[src/rtl/gpio_bus_initiator.sv]
// gpio_bus_initiator: turns valid/ready commands into strobed register-bus cycles with a read response path
module gpio_bus_initiator #(
    parameter int AddrWidth    = 16,
    parameter int BusWidth     = 32,
    parameter int StrobeCycles = 1,
    parameter int ReadLatency  = 5,
    parameter int WriteSettle  = 4,
    parameter int GapCycles    = 2
) (
    input  logic                 reg_clk,
    input  logic                 reset_in,
    input  logic                 cmd_valid,
    output logic                 cmd_ready,
    input  logic                 cmd_write,
    input  logic [AddrWidth-1:0] cmd_addr,
    input  logic [BusWidth-1:0]  cmd_wdata,
    output logic                 rsp_valid,
    input  logic                 rsp_ready,
    output logic [BusWidth-1:0]  rsp_rdata,
    output logic                 busy,
    output logic                 chip_sel,
    output logic                 write_reg,
    output logic                 read_reg,
    output logic [AddrWidth-3:0] busaddress,
    output logic [BusWidth-1:0]  busdata_in,
    input  logic [BusWidth-1:0]  busdata_to_cpu
);
    typedef enum logic [2:0] {IDLE, STROBE, WAIT, RESP, GAP} state_e;
    localparam logic [3:0] StbLd = 4'(StrobeCycles - 1);
    localparam logic [3:0] RdLd  = 4'(ReadLatency - 1);
    localparam logic [3:0] WrLd  = 4'(WriteSettle - 1);
    localparam logic [3:0] GapLd = 4'(GapCycles - 1);
    state_e                state_q, state_d;
    logic [3:0]            cnt_q, cnt_d;
    logic                  wr_q, wr_d;
    logic [AddrWidth-3:0]  addr_q, addr_d;
    logic [BusWidth-1:0]   wdata_q, wdata_d;
    logic [BusWidth-1:0]   rdata_q, rdata_d;
    logic                  cmd_ready_q, cmd_ready_d;
    logic                  rsp_valid_q, rsp_valid_d;
    logic                  busy_q, busy_d;
    logic                  cs_q, cs_d;
    logic                  wreg_q, wreg_d;
    logic                  rreg_q, rreg_d;
    logic [AddrWidth-3:0]  baddr_q, baddr_d;
    logic [BusWidth-1:0]   bdata_q, bdata_d;
    logic                  on_bus, in_strobe;
    logic                  unused_addr_lsbs;
    assign unused_addr_lsbs = ^cmd_addr[1:0];
    // next-state, counters and the registered output values derived from the next state
    always_comb begin
        state_d = state_q;
        cnt_d   = (cnt_q != 4'd0) ? cnt_q - 4'd1 : 4'd0;
        wr_d    = wr_q;
        addr_d  = addr_q;
        wdata_d = wdata_q;
        rdata_d = rdata_q;
        case (state_q)
            IDLE: if (cmd_valid && cmd_ready_q) begin
                state_d = STROBE;
                cnt_d   = StbLd;
                wr_d    = cmd_write;
                addr_d  = cmd_addr[AddrWidth-1:2];
                wdata_d = cmd_wdata;
            end
            STROBE: if (cnt_q == 4'd0) begin
                state_d = WAIT;
                cnt_d   = wr_q ? WrLd : RdLd;
            end
            WAIT: if (cnt_q == 4'd0) begin
                state_d = wr_q ? GAP : RESP;
                cnt_d   = GapLd;
                rdata_d = wr_q ? rdata_q : busdata_to_cpu;
            end
            RESP: if (rsp_ready) begin
                state_d = GAP;
                cnt_d   = GapLd;
            end
            GAP: state_d = (cnt_q == 4'd0) ? IDLE : GAP;
            default: state_d = IDLE;
        endcase
        on_bus      = (state_d == STROBE) || (state_d == WAIT);
        in_strobe   = state_d == STROBE;
        cmd_ready_d = state_d == IDLE;
        rsp_valid_d = state_d == RESP;
        busy_d      = state_d != IDLE;
        cs_d        = on_bus;
        wreg_d      = in_strobe && wr_d;
        rreg_d      = in_strobe && !wr_d;
        baddr_d     = on_bus ? addr_d : '0;
        bdata_d     = on_bus ? wdata_d : '0;
    end
    // state, command and output registers; reset clears the bus immediately
    always_ff @(posedge reg_clk or posedge reset_in) begin
        if (reset_in) begin
            state_q     <= IDLE;
            cnt_q       <= '0;
            wr_q        <= 1'b0;
            addr_q      <= '0;
            wdata_q     <= '0;
            rdata_q     <= '0;
            cmd_ready_q <= 1'b0;
            rsp_valid_q <= 1'b0;
            busy_q      <= 1'b0;
            cs_q        <= 1'b0;
            wreg_q      <= 1'b0;
            rreg_q      <= 1'b0;
            baddr_q     <= '0;
            bdata_q     <= '0;
        end else begin
            state_q     <= state_d;
            cnt_q       <= cnt_d;
            wr_q        <= wr_d;
            addr_q      <= addr_d;
            wdata_q     <= wdata_d;
            rdata_q     <= rdata_d;
            cmd_ready_q <= cmd_ready_d;
            rsp_valid_q <= rsp_valid_d;
            busy_q      <= busy_d;
            cs_q        <= cs_d;
            wreg_q      <= wreg_d;
            rreg_q      <= rreg_d;
            baddr_q     <= baddr_d;
            bdata_q     <= bdata_d;
        end
    end
    assign cmd_ready  = cmd_ready_q;
    assign rsp_valid  = rsp_valid_q;
    assign rsp_rdata  = rdata_q;
    assign busy       = busy_q;
    assign chip_sel   = cs_q;
    assign write_reg  = wreg_q;
    assign read_reg   = rreg_q;
    assign busaddress = baddr_q;
    assign busdata_in = bdata_q;
endmodule

[config.mk]
export PLATFORM = sky130hd
export DESIGN_NAME = gpio_bus_initiator
export DESIGN_NICKNAME = d
export VERILOG_FILES = /design/src/rtl/gpio_bus_initiator.sv
export SDC_FILE = /design/constraint.sdc
export NUM_CORES = 1
export LEC_CHECK = 0
export BUFFER_PORTS_ARGS = -buffer_cell sky130_fd_sc_hd__buf_2
export CORE_AREA = 2 2 106 108
export CTS_CLUSTER_DIAMETER = 80
export CTS_CLUSTER_SIZE = 20
export DETAILED_ROUTE_END_ITERATION = 8
export DIE_AREA = 0 0 108 110
export GPL_ROUTABILITY_DRIVEN = 0
export PLACE_DENSITY_LB_ADDON = 0.1
export SETUP_SLACK_MARGIN = 0.02
export SLEW_MARGIN = 20
export SYNTH_ARGS = -nofsm -noshare
export SYNTH_HDL_FRONTEND = slang
export SYNTH_SLANG_ARGS = --single-unit
export TNS_END_PERCENT = 50
[constraint.sdc]
create_clock -name reg_clk -period 5.4 [get_ports reg_clk]
set_input_delay 0.54 -clock reg_clk [delete_from_list [all_inputs] [get_ports reg_clk]]
set_output_delay 0.54 -clock reg_clk [all_outputs]
set_load 0.05 [all_outputs]
Yosys cells after proc, flatten, opt, wreduce, memory -nomap -nowiden
Cells that the tools add are included.

word-level totals
  register bits after elaboration = 138
  bits in latches = 0
  RAM bits = 0
  memory bits (read-only) = 0
  memories = 0

operators by class
  $add $sub $neg = 1
  $mul = 0
  divide/modulo/power cells = 0
  order comparisons = 0
  equality and inequality tests = 7
  shifts and indexed selects = 0
  mux-type cells = 22
  bitwise logic cells = 1
  reduce and logical (&&, ||, !) cells = 11

operators by type and width
  operator             number
  $mux 32              3
  $mux 14              3
  $mux 3               7
  $mux 4               5
  $pmux 4 s4           1
  $pmux 3 s5           1
  $eq 3x2->1 const B   4
  $eq 3x1->1 const B   2
  $logic_not 3->1      2
  $logic_not 4->1      1
  $reduce_bool 4->1    1
  $sub 4x1->4 const B  1
  $eq 3x3->1 const B   1
  $logic_and 1x1->1    3
  $reduce_and 3->1     1
  $reduce_bool 3->1    1
  $mux 1               2
  $logic_not 1->1      1
  $logic_or 1x1->1     1
  $not 1->1            1

Longest topological paths before layout
  depth after elaboration = 6
  mapped depth = 8

Least setup slack after synthesis
Ideal clock, no wire load.

  kind = register -> register
  start point = register cnt_q[0]
  end point = register baddr_q[10] (netlist: busaddress[10])
  setup time = 0.120 ns
  data arrival time = 1.818 ns
  required time = 5.280 ns
  slack = 3.462 ns
  stages on the path, launching flop included = 9
  buffers on the path = 3
  cells stage by stage = dfrtp_1 -> inv_1 -> ha_1 -> or3b_1 -> buf_2 -> o221a_1 -> buf_6 -> buf_6 -> o211a_1

on the way
  cells in the longest elaborated chain, start to end = 6

ends and longest elaborated chain
  item                                      line        text
  start: declaration                        34          logic [3:0] cnt_q, cnt_d;
  start signal: assignment                  112         cnt_q <= cnt_d;
  $logic_not 4->1 *                         66, 70, 79
  $mux 3 (on tied branches)                 70, 66, 79
  $pmux 3 s5 *                              58          case (state_q)
  $eq 3x1->1 or $eq 3x2->1 (tied branches)  82          on_bus = (state_d == STROBE) || (state_d == WAIT);
  $logic_or 1x1->1 *                        82
  $mux 14 *                                 90          baddr_d = on_bus ? addr_d : '0;
  via baddr_d[10]                           45          logic [AddrWidth-3:0] baddr_q, baddr_d;
  end signal: assignment                    123         baddr_q <= baddr_d;
  end: declaration                          45

The timed path passes the listed nets; every way through them passes the cells marked *.
A chain may end at the register's enable or synchronous reset.

Worst setup path in the final report
  start point = register state_q[0]
  end point = register wreg_q (netlist: write_reg)

RTL lines
  item                      line  text
  start: declaration        33    state_e state_q, state_d;
  start signal: assignment  111   state_q <= state_d;
  $logic_not 3->1           58
  $mux 1                    58
  via wr_d                  35    logic wr_q, wr_d;
  $logic_and 1x1->1         88    wreg_d = in_strobe && wr_d;
  via wreg_d                43    logic wreg_q, wreg_d;
  end signal: assignment    121   wreg_q <= wreg_d;
  end: declaration          43

The timed path passes the listed nets, and every way through them passes these cells.

==> metrics.md <==
| Metric | Value |
|---|---|
| Run status | `complete, no violations` |
| Setup_tns | `0 ns` |
| Initial Util | `0.498` |
| DR iter-0 viols | `116` |
| Most frequent cells in the layout | `buf_2 (166), dfrtp_1 (138), mux2_2 (76), o211a_1 (44), clkbuf_16 (16)` |
| Share of cells above drive strength 1 | `0.542` |
| Clock Tree Root | `clkbuf_8` |
| Ys async rst share | `1.00` |
| P&R area growth vs syn | `28.2%` |
| Largest net degree at the start of global routing | `84` |
| Wire per inst | `16.2 um` |
| Max-slew headroom | `0.305` |
| Fin util | `0.638` |
| Critical path required time | `5.79 ns` |
| Critical path capture point type | `register` |
| Hold WC Path Type | `in -> async` |
| CTS tree | `yes` |
| Global-route wire length before repair | `17.0 mm` |
| Die W | `108 um` |
| Cell variety after synth | `35` |
| Pwr dens | `760 nW/um^2` |
| Vias in the first global route | `3,516` |
| Slew @ Worst Pin | `1.04 ns` |
| Post-Syn Area per Cell | `15.2 um^2` |
| Post-CTS Setup Repair Bufs | `0` |
| CP max stage delay | `0.57 ns` |
| Most common cell after layout, fill and taps aside | `buf_2` |
| WL final | `10.8 mm` |
| TritonRoute pass-1 iters | `4` |
| Post-DP HPWL | `7.01 mm` |
| Final Skew | `0.00859 ns` |
| Worst skew pair latency | `0.51 ns` |
| Critical Path Start Type | `register` |
| Post-route DRC | `0` |
| CORE AREA | `10,700 um^2` |
| RSZ-0062 raised after global routing | `false` |
| CP Max Fanout | `26` |
| YS warnings | `0` |
| I/O pins | `169` |
| # nets final | `600` |
| Cell Count, Final, Fillers Out | `666` |
| Num rows | `38` |
| DR vias/cell | `5.17` |
| Fmax | `390 MHz` |
| ANT cells | `0` |
| CTS buffer count | `17` |
| Final Hold Viols | `0` |
| CTS H-tree depth | `4` |
| Grt ovf | `0` |
| GRT Overall Usage | `0.189` |
| Max Cap Viol | `0` |
| Via count | `3,442` |
| Delay-heaviest family, CP | `simple AND/OR/NAND/NOR gates` |
| Hold buffers post-CTS | `0` |
| Final setup viols | `0` |
| Slew Limit Fails | `0` |
| Most used flip-flop cell after synthesis | `dfrtp_1` |
| Post-synth EDFFs | `0` |
| CP bufs+invs | `1` |
| Total Power | `0.00519 W` |
| TritonCTS Sinks | `138` |
| Worst EP arrival | `2.96 ns` |
| DP Cell Count | `633` |
| LEAKAGE | `3.76 nW` |
| Resized cells post-CTS | `0` |
| IO Port Bufs | `166` |
| Synthesized instance count | `350` |
| Post-synthesis sequential area ratio | `0.649` |
| Crit path cell chain | `nand3b_1 > nand2b_2 > buf_4 > mux2_2 > and2_1` |
| Post-route minimum period | `2.56 ns` |
| Netlist Area Pre-Place | `5320 um^2` |
| Critical path's slowest cell | `nand2b_2` |
| Critical path class | `reg -> reg` |
| Initial antenna violation count | `0` |
| FF+latch count, synth | `138` |
| Die H | `110 um` |
| Clock transition at path regs | `0.06 ns` |
| Maximum vdd ir drop | `0.391 mV` |
| Die Area | `11,900 um^2` |
| Mapped Nets | `437` |
| CTS Buffer Depth | `2` |
| Post-route ant nets | `0` |
| Final Cycle Share | `0.474` |
[area by class of cell]
type | instances | area, um^2
well taps | 140 | 175
flip-flops and latches | 138 | 3450
multi-input cells | 180 | 1720
clock buffers | 19 | 432
fillers | 831 | 3870
inverters | 5 | 21.3
repair buffers | 171 | 876
clock inverters | 13 | 151
[Yosys cell counts (2+ instances only)]
library cell,count,share of area
dfrtp_1,138,0.65
mux2_2,76,0.16
o211a_1,44,0.083
buf_2,13,0.012
nor2_1,9,0.0063
a21oi_1,7,0.0066
buf_6,5,0.011
clkbuf_1,5,0.0035
inv_1,5,0.0035
nand2b_1,5,0.0059
nor2b_1,5,0.0059
o21ai_0,4,0.0038
buf_4,3,0.0042
mux2_1,3,0.0063
nand3_1,3,0.0028
ha_1,2,0.0047
nand2_1,2,0.0014
nor3_1,2,0.0019
o21a_1,2,0.0028
or3b_1,2,0.0033
[kinds of logic after synthesis]
group	share of synthesized area
flops	0.649
mux	0.167
simple gates	0.0397
fa+ha+maj	0.00470
buf+inv	0.0348
xor+xnor	0.00165
compound gates	0.103
[metrics by stage]
stage | setup WS (ns) | hold WS, ns | cell area, um^2
floorplan | 1.16 | 0.461 | 5320
global placement | 2.77 | 0.471 | 6220
detailed placement | 2.72 | 0.482 | 6220
CTS | 2.69 | 0.250 | 6800
global route | 2.66 | 0.239 | 6830
finish | 2.84 | 0.240 | 6830
[worst paths after layout]
path | from | end | slack, ns | cells past startpoint
max reg2reg | state_q[0] | write_reg | 2.84 | 5
max | state_q[0] | write_reg | 2.84 | 5
min | reset_in | rsp_rdata[14] | 0.24 | 2
min in group reg_clk | busdata_to_cpu[6] | rsp_rdata[6] | 0.26 | 2
max in group asynchronous | reset_in | state_q[2] | 3.87 | 3
min reg2reg | addr_q[1] | addr_q[1] | 0.49 | 1
[per-layer routing]
metal  wire (um)  vias up  GRT usage
met1        4740     1711      0.242
met5           0        -          0
met2        5090      139      0.303
met4         112        0     0.0742
met3         859       14     0.0611
li1            -     1578          -
[worst reg2reg max path, delay by kind of cell (launching register included)]
kind / cells / cell delay [ns]
flops: 1 / 0.53
mux: 1 / 0.43
buf+inv: 1 / 0.46
simple gates: 3 / 1.02
[power by group]
group | internal, W | switching (W)
combinational | 0.000784 | 0.00160
sequential | 0.00151 | 0.000173
clock | 0.000710 | 0.000414
total | 0.00300 | 0.00219
(Power assumes the default switching activity.)
